File: src/rtl/fetch_ram_rd_ctrl.sv
// fetch_ram_rd_ctrl: sequential fetch-RAM burst reader with 2-entry skid FIFO and valid/ready/last stream
module fetch_ram_rd_ctrl #(
    parameter int DATA_W = 64,
    parameter int ADDR_W = 8,
    parameter int DEPTH  = 144
) (
    input  logic              clk_i,
    input  logic              rst_i,
    input  logic              start_i,
    input  logic [ADDR_W-1:0] base_addr_i,
    input  logic [ADDR_W:0]   len_i,
    output logic              busy_o,
    output logic              done_o,
    output logic              rden_o,
    output logic [ADDR_W-1:0] rdaddr_o,
    input  logic [DATA_W-1:0] rddata_i,
    output logic [DATA_W-1:0] data_o,
    output logic              valid_o,
    input  logic              ready_i,
    output logic              last_o
);
    typedef enum logic [1:0] {IDLE, RUN, DRAIN} state_t;
    state_t state, state_nx;
    logic [ADDR_W:0] len_c, issue_left, out_left;
    logic [ADDR_W-1:0] next_addr, last_addr;
    logic [DATA_W-1:0] mem [2];
    logic [1:0] fifo_cnt;
    logic rden_q, done_q, wr_ptr, rd_ptr, pop, accept, finish;
    assign len_c    = (len_i > (ADDR_W+1)'(DEPTH)) ? (ADDR_W+1)'(DEPTH) : len_i;
    assign valid_o  = fifo_cnt != 2'd0;
    assign data_o   = mem[rd_ptr];
    assign last_o   = valid_o && out_left == (ADDR_W+1)'(1);
    assign pop      = valid_o && ready_i;
    assign accept   = state == IDLE && start_i;
    assign finish   = pop && last_o;
    assign busy_o   = state != IDLE;
    assign done_o   = done_q;
    // Issue only if the word can land without overflowing the FIFO even if the consumer stalls from now on.
    assign rden_o   = state == RUN && issue_left != '0 &&
                      ({1'b0, fifo_cnt} + {2'b0, rden_q} - {2'b0, pop}) < 3'd2;
    assign rdaddr_o = rden_o ? next_addr : last_addr;
    always_comb begin
        state_nx = (state == IDLE && start_i && len_c != '0)                  ? RUN   :
                   (state == RUN && rden_o && issue_left == (ADDR_W+1)'(1)) ? DRAIN :
                   (state == DRAIN && finish)                                ? IDLE  : state;
    end
    always_ff @(posedge clk_i) begin
        if (rst_i) begin
            state      <= IDLE;
            issue_left <= '0;
            out_left   <= '0;
            next_addr  <= '0;
            last_addr  <= '0;
            rden_q     <= 1'b0;
            done_q     <= 1'b0;
            wr_ptr     <= 1'b0;
            rd_ptr     <= 1'b0;
            fifo_cnt   <= '0;
            mem        <= '{default: '0};
        end else begin
            state    <= state_nx;
            rden_q   <= rden_o;
            done_q   <= (accept && len_c == '0) || (state == DRAIN && finish);
            fifo_cnt <= fifo_cnt + {1'b0, rden_q} - {1'b0, pop};
            if (accept) begin
                issue_left <= len_c;
                out_left   <= len_c;
                next_addr  <= base_addr_i;
            end else begin
                if (rden_o) begin
                    issue_left <= issue_left - 1'b1;
                    last_addr  <= next_addr;
                    next_addr  <= (next_addr == ADDR_W'(DEPTH - 1)) ? '0 : next_addr + 1'b1;
                end
                if (pop)
                    out_left <= out_left - 1'b1;
            end
            // SRAM data is valid the cycle after rden_o, so the in-flight flag is the write strobe.
            if (rden_q) begin
                mem[wr_ptr] <= rddata_i;
                wr_ptr      <= ~wr_ptr;
            end
            if (pop)
                rd_ptr <= ~rd_ptr;
        end
    end
endmodule

File: config.mk
export PLATFORM = sky130hd
export DESIGN_NAME = fetch_ram_rd_ctrl
export DESIGN_NICKNAME = d
export VERILOG_FILES = /design/src/rtl/fetch_ram_rd_ctrl.sv
export SDC_FILE = /design/constraint.sdc
export NUM_CORES = 1
export LEC_CHECK = 0
export ABC_AREA = 1
export CAP_MARGIN = 20
export CORE_UTILIZATION = 23
export DETAILED_ROUTE_END_ITERATION = 8
export PLACE_DENSITY_LB_ADDON = 0.08
export SETUP_SLACK_MARGIN = 0.5
export SLEW_MARGIN = 20
export SYNTH_ARGS = -nofsm -noshare
export SYNTH_HDL_FRONTEND = slang
export SYNTH_SLANG_ARGS = --single-unit
File: constraint.sdc
create_clock -name clk_i -period 8.8 [get_ports clk_i]
set_input_delay 1.76 -clock clk_i [delete_from_list [all_inputs] [get_ports clk_i]]
set_output_delay 1.76 -clock clk_i [all_outputs]
set_load 0.01 [all_outputs]
==> summary.md, run 1 <==
| Metric | Value |
|---|---|
| Status | finished, final reports clean |
| Worst-margin pin slew | 907 ps |
| Synth cell types | 38 |
| Slew margin rel. | 0.395 |
| Number of top-level pins | roughly 160 |
| DR vias/cell | approximately 4.3 |
| Core box area | approximately 33000 µm² |
| Final slew viol count | 0 |
| Cts repair resizes | 0 |
| Routability Congestion | 0.794 |
| Port Buffers | 161 |
| Worst setup endpoint | rdaddr_o[6] |
| PwrDens | between 200 and 300 nW/µm² |
| CTS tree | done |
| Fin nets | between 1000 and 1500 |
| F_max | ~150 MHz |
| Worst Hold Class | reg2reg |
| Leakage power | about 4.3 nW |
| Max_cap viols | 0 |
| Worst Setup SP | ready_i |
| Largest net degree at the start of global routing | 76 |
| Min Tclk post-route | between 6000 and 7000 ps |
| Clock Skews | 13.7 ps |
| Reg2reg start | fifo_cnt[1] |
| Async set or reset register ratio after synthesis | 0 |
| Drt initial violations | 450 |
| Final period util | 0.776 |
| Critical path endpoint category | primary output |
| Syn avg cell area | between 6 and 7 µm² |
| Die height | around 190 µm |
| Initial antenna violation count | 2 |
| Drt pass-1 iters | 4 |
| Unrepaired setup endpoints after global routing | false |
| Final Power | 2.74 mW |
| Clock sinks | 170 |
| Worst r2r dst | issue_left[1] |
| VDD IR max | between 100 and 150 µV |
| Mapped cell area | roughly 7700 µm² |
| Flops & latches, synth | 170 |
| Endpoints failing hold | 0 |
| Die width | ~190 µm |
| Number of remaining DRC errors | 0 |
| Ys Warns | 0 |
| CTS HTree Levels | 4 |
| Initial Util | 0.236 |
| Number of global-route vias before repair | just over 7000 |
| Syn nets | about 1300 |
| Grt ovf | 0 |
| Commonest cells after routing, fill and taps aside | 318 x nor2_1, 264 x nand2_1, 169 x dfxtp_1, 161 x clkdlybuf4s50_1, 144 x o21ai_0 |
| Post-CTS setup repair buffer count | 0 |
| Via count | 7479 |
| Sequential-to-total area share from yosys stat | 0.439 |
| Setup_tns | 0 ps |
| Detail Placement HPWL | about 15 mm |
| Num CTS Buffers | 17 |
| Cells after Synth | ~1200 |
| Worst Path Arrival | ~5000 ps |
| Final setup fails | 0 |
| Post-route ant nets | 0 |
| Most common cell after layout, fill and taps aside | nor2_1 |
| Share of layout cells above drive strength 1 | 0.0577 |
| Crit path max fanout | 12 |
| Row cnt | 66 |
| Routed len/inst | approximately 15 µm |
| Cell area after layout | about 10000 µm² |
| WP data required | 7040 ps |
| R2R cell count | 14 |
| Clock transition at the registers of the reported paths | around 70 ps |
| ANT cells | 0 |
| First-pass GRT wire length | slightly above 40 mm |
| Worst R2R Setup Slack | ~5800 ps |
| Startpoint types | input pin |
| Clk_lat worst skew | about 440 ps |
| CTS max path bufs | 2 |
| Root buf cell | clkbuf_16 |
| Total routed wirelength | approximately 25 mm |
| Die area | about 34000 µm² |
| Global Route Usage Sum | 0.154 |
| Most used DFF post-synth | dfxtp_1 |
| Hold-fix buffers at CTS | 0 |
| Post-synth EDFFs | 0 |
| Synth-to-Final Area Change | 32.3% |
| Setup CP Type | in2out |
| Placed cell areas | ~9700 µm² |
-- synthesized netlist by cell type (2+ instances only) --
master,number,area [µm²]
dfxtp_1,170,3400
or2_2,3,18.8
clkbuf_1,49,184
nand2_2,3,18.8
nand2_4,3,33.8
nand2_1,265,995
xor2_1,4,35.0
inv_1,54,203
buf_4,2,15.0
or2_1,5,31.3
ha_1,8,100
nand3_1,36,180
nor2_1,319,1200
o21ai_2,5,43.8
buf_2,6,30.0
buf_6,4,45.0
a21oi_1,23,115
o211ai_1,3,22.5
nor3_1,8,40.0
inv_2,5,18.8
nor2_2,9,56.3
nand4_1,8,50.1
buf_1,5,18.8
o21ai_0,144,721
o21ai_1,12,60.1
-- flip-flops by register name, indices dropped and copies added, names as in the netlist, 2 cells and up --
name,flops
state,2
next_addr,8
fifo_cnt,2
issue_left,9
last_addr,8
out_left,9
mem,128
-- report_power, final --
part           internal, mW  total, mW  switching [mW]
clock network         0.399      0.743           0.345
registers             0.901      0.979          0.0776
logic                 0.423       1.02           0.596
-- worst min-delay path by stage --
stage / from / cells after the start / to / slack [ps]
floorplan: mem[51] / 2 / mem[51] / 450
global placement: mem[44] / 2 / mem[44] / 460
detailed placement: mem[43] / 2 / mem[43] / 470
CTS: mem[45] / 2 / mem[45] / 490
global route: mem[17] / 2 / mem[17] / 500
finish: mem[35] / 2 / mem[35] / 480
-- critical path: stages --
cell             delay (ps)
clkdlybuf4s50_1         450
inv_1                    70
nor2_4                  230
ha_1                    270
inv_1                    50
ha_1                    130
inv_1                    50
fa_1                    520
nand2_1                  60
nor2_1                   80
nand3_1                 100
nor2_2                  410
or2_2                   190
o21ai_0                  90
inv_1                    70
clkdlybuf4s50_1         520
-- metrics by stage --
step	worst slack [ps]	instances	hold slack (ps)	util
3_3_place_gp	1940	1710	461	0.295
3_5_place_dp	1890	1710	471	0.295
4_1_cts	1890	1741	489	0.312
5_1_grt	1670	1741	503	0.312
2_1_floorplan	3320	1166	455	-
6_report	1970	1741	482	0.312
-- per-layer routing --
| metal | share of wire | wire length [µm] | up-vias | global-route usage |
|---|---|---|---|---|
| li1 | - | - | 3911 | - |
| met1 | 0.48 | 12300 | 3404 | 0.199 |
| met2 | 0.45 | 11300 | 145 | 0.241 |
| met3 | 0.061 | 1540 | 15 | 0.0532 |
| met4 | 0.0088 | 222 | 4 | 0.0407 |
| met5 | 0.00099 | 25 | - | 0 |
-- logic make-up after synthesis --
kind of cell,after synthesis,share of synthesized area
simple gates,664,0.344
xor+xnor,4,0.00452
fa+ha+maj,9,0.0155
flops,170,0.439
buf+inv,127,0.0675
compound gates,192,0.129
-- final cells by class --
cell class              instances  area (µm²)
inverters                      60         229
clock inverters                13         120
clock buffers                  18         439
well taps                     442         553
multi-input cells             869        3830
fillers                      3686       22600
flip-flops and latches        170        3400
repair buffers                169        1670
Note: power is estimated with default switching activity, not from simulation.
==> inputs of run 2 (changes only) <==
Clock period 8.8 ns to 6.5 ns, I/O delays scaled along.
==> summary.md, run 2 (synthesized netlist as in run 1, its figures left out) <==
| Metric | Value |
|---|---|
| Most flops, register | mem |
| Comb pwr share | 0.366 (-0.006) |
| Critical path endpoint category | primary output |
| Grt ovf | 0 (unchanged) |
| Place WS | 530 ps (-1360 ps) |
| Fillers | 3657 (-0.79%) |
| Global Route Usage Sum | 0.154 (+0.000281) |
| Largest net degree at the start of global routing | 98 (+29%) |
| Clock transition at the registers of the reported paths | 60 ps (about the same) |
| Hold-fix buffers at CTS | 0 (unchanged) |
| Setup_tns | 0 ps (unchanged) |
| CTS max path bufs | 2 (unchanged) |
| Worst-margin pin slew | 956 ps (+48.9 ps) |
| Commonest cells after routing, fill and taps aside | 318 x nor2_1, 264 x nand2_1, 169 x dfxtp_1, 161 x clkdlybuf4s50_1, 144 x o21ai_0 |
| Drt initial violations | 355 (-21%) |
| Worst R2R Setup Slack | 3550 ps (-2280 ps) |
| Row cnt | 66 (unchanged) |
| Startpoint types | input pin |
| CTS HTree Levels | 4 (unchanged) |
| Fin nets | 1382 (+0.072%) |
| Setup CP Type | in2out |
| DR vias/cell | 4.32 (+0.54%) |
| FF/Latch Area | 3400 µm² (unchanged) |
| Worst Hold Class | reg2reg |
| Number of remaining DRC errors | 0 (unchanged) |
| VDD IR max | 187 µV (+38%) |
| Max_cap viols | 0 (unchanged) |
| CTS tree | done |
| Unrepaired setup endpoints after global routing | false |
| Endpoints failing hold | 0 (unchanged) |
| Die width | 186 µm (unchanged) |
| Number of top-level pins | 162 (unchanged) |
| Number of global-route vias before repair | 7393 (+1.7%) |
| Number of flip-flops in the largest register | 128 (unchanged) |
| Placed cell count | 1711 (+0.058%) |
| Most common cell after layout, fill and taps aside | nor2_1 |
| Drt pass-1 iters | 4 (unchanged) |
| Routability Congestion | 0.793 (-0.10%) |
| Top Registers | mem x128, issue_left x9, out_left x9 |
| Internal power | 2.40 mW (+39%) |
| Clock sinks | 170 (unchanged) |
| Num CTS Buffers | 17 (unchanged) |
| Port Buffers | 161 (unchanged) |
| Clk_lat worst skew | 450 ps (about the same) |
| Core box area | 32900 µm² (unchanged) |
| F_max | about 170 MHz |
| Root buf cell | clkbuf_16 |
| Clock Skews | 13.6 ps (-0.120 ps) |
| Fin util | 0.313 (+0.00175) |
| Routed len/inst | 14.5 µm (-0.21%) |
| Die height | 186 µm (unchanged) |
| Via count | 7528 (+0.66%) |
| Flop pwr share | 0.350 (-0.007) |
| Die area | 34400 µm² (unchanged) |
| Worst Path Arrival | 4470 ps (-600 ps) |
| First-pass GRT wire length | 40.5 mm (-0.12%) |
| WP data required | 5200 ps (-1840 ps) |
| Min Tclk post-route | 5770 ps |
| ANT cells | 0 (unchanged) |
| Sw power | 1.39 mW (+36%) |
| Post-route ant nets | 0 (unchanged) |
| Detail Placement HPWL | 15.2 mm (-0.14%) |
| Slew margin rel. | 0.363 (-0.0326) |
| Share of layout cells above drive strength 1 | 0.0592 (+0.00145) |
| PwrDens | 367 nW/µm² (+37%) |
| Final slew viol count | 0 (unchanged) |
| Total routed wirelength | 25.3 mm (about the same) |
| Sw frac | 0.367 (-0.00480) |
| Synth-to-Final Area Change | 33.0% |
| Status | finished, final reports clean |
| Initial antenna violation count | 0 (-2) |
| Leakage power | 4.36 nW (+0.71%) |
| Post-Layout Cell Count | 1743 (+0.11%) |
| Final Power | 3.78 mW (+38%) |
| Final setup fails | 0 (unchanged) |
| Cts repair resizes | 0 (unchanged) |
| Crit path max fanout | 12 (unchanged) |
| Clk pwr share | 0.284 (+0.013) |
| Final WS setup | 729 ps (-1240 ps) |
| Area of the multi-input gates | 3830 µm² (+0.13%) |
| Initial Util | 0.236 (unchanged) |
| Post-CTS setup repair buffer count | 0 (unchanged) |
| Final period util | 0.888 |
run 2: final timing paths:
path | depth (start not counted) | from | end
min | 2 | mem[62] | mem[62]
max reg2reg | 14 | fifo_cnt[1] | issue_left[1]
min reg2reg | 2 | mem[62] | mem[62]
max | 16 | ready_i | rdaddr_o[6]
run 2: critical path, cell delays in order:
cell and delay [ps]:
clkdlybuf4s50_1 450, inv_1 60, nor2_4 230, ha_1 270
inv_1 50, ha_1 130, inv_1 50, fa_1 510
nand2_1 60, nor2_1 80, nand3_1 140, nor2_4 270
or2_2 160, o21ai_0 100, inv_1 70, clkdlybuf4s50_1 530
run 2: power groups by stage:
stage	sequential, mW	clock (mW)	combinational [mW]
after floorplan	1.32	0	0.850
after global placement	1.35	0	1.41
after detailed placement	1.35	0	1.41
after CTS	1.33	1.12	1.42
after global routing	1.35	1.16	1.57
final	1.33	1.07	1.39
run 2: final cells by class:
| type | count | area share |
|---|---|---|
| well taps | 442 | 0.0537 |
| repair buffers | 170 | 0.163 |
| inverters | 60 | 0.0222 |
| flip-flops and latches | 170 | 0.330 |
| clock buffers | 20 | 0.0453 |
| multi-input cells | 869 | 0.372 |
| clock inverters | 12 | 0.0134 |
run 2: routing by layer:
metal,global-route usage,part of all wire,vias up
met5,0,0,-
met1,0.195,0.48,3443
met2,0.249,0.45,156
li1,-,-,3918
met4,0.0430,0.0099,0
met3,0.0503,0.066,11
run 2: metrics by stage:
stage	hold slack (ps)	area, µm²
after floorplan	455	7740
after global placement	462	9690
after detailed placement	472	9690
after CTS	487	10300
after global routing	505	10300
final	480	10300
==> inputs of run 3 (changes only) <==
Settings changed: SLEW_MARGIN 20 to unset.
==> results of run 3 <==
Final layout, timing and power as in run 2 (identical DEF).
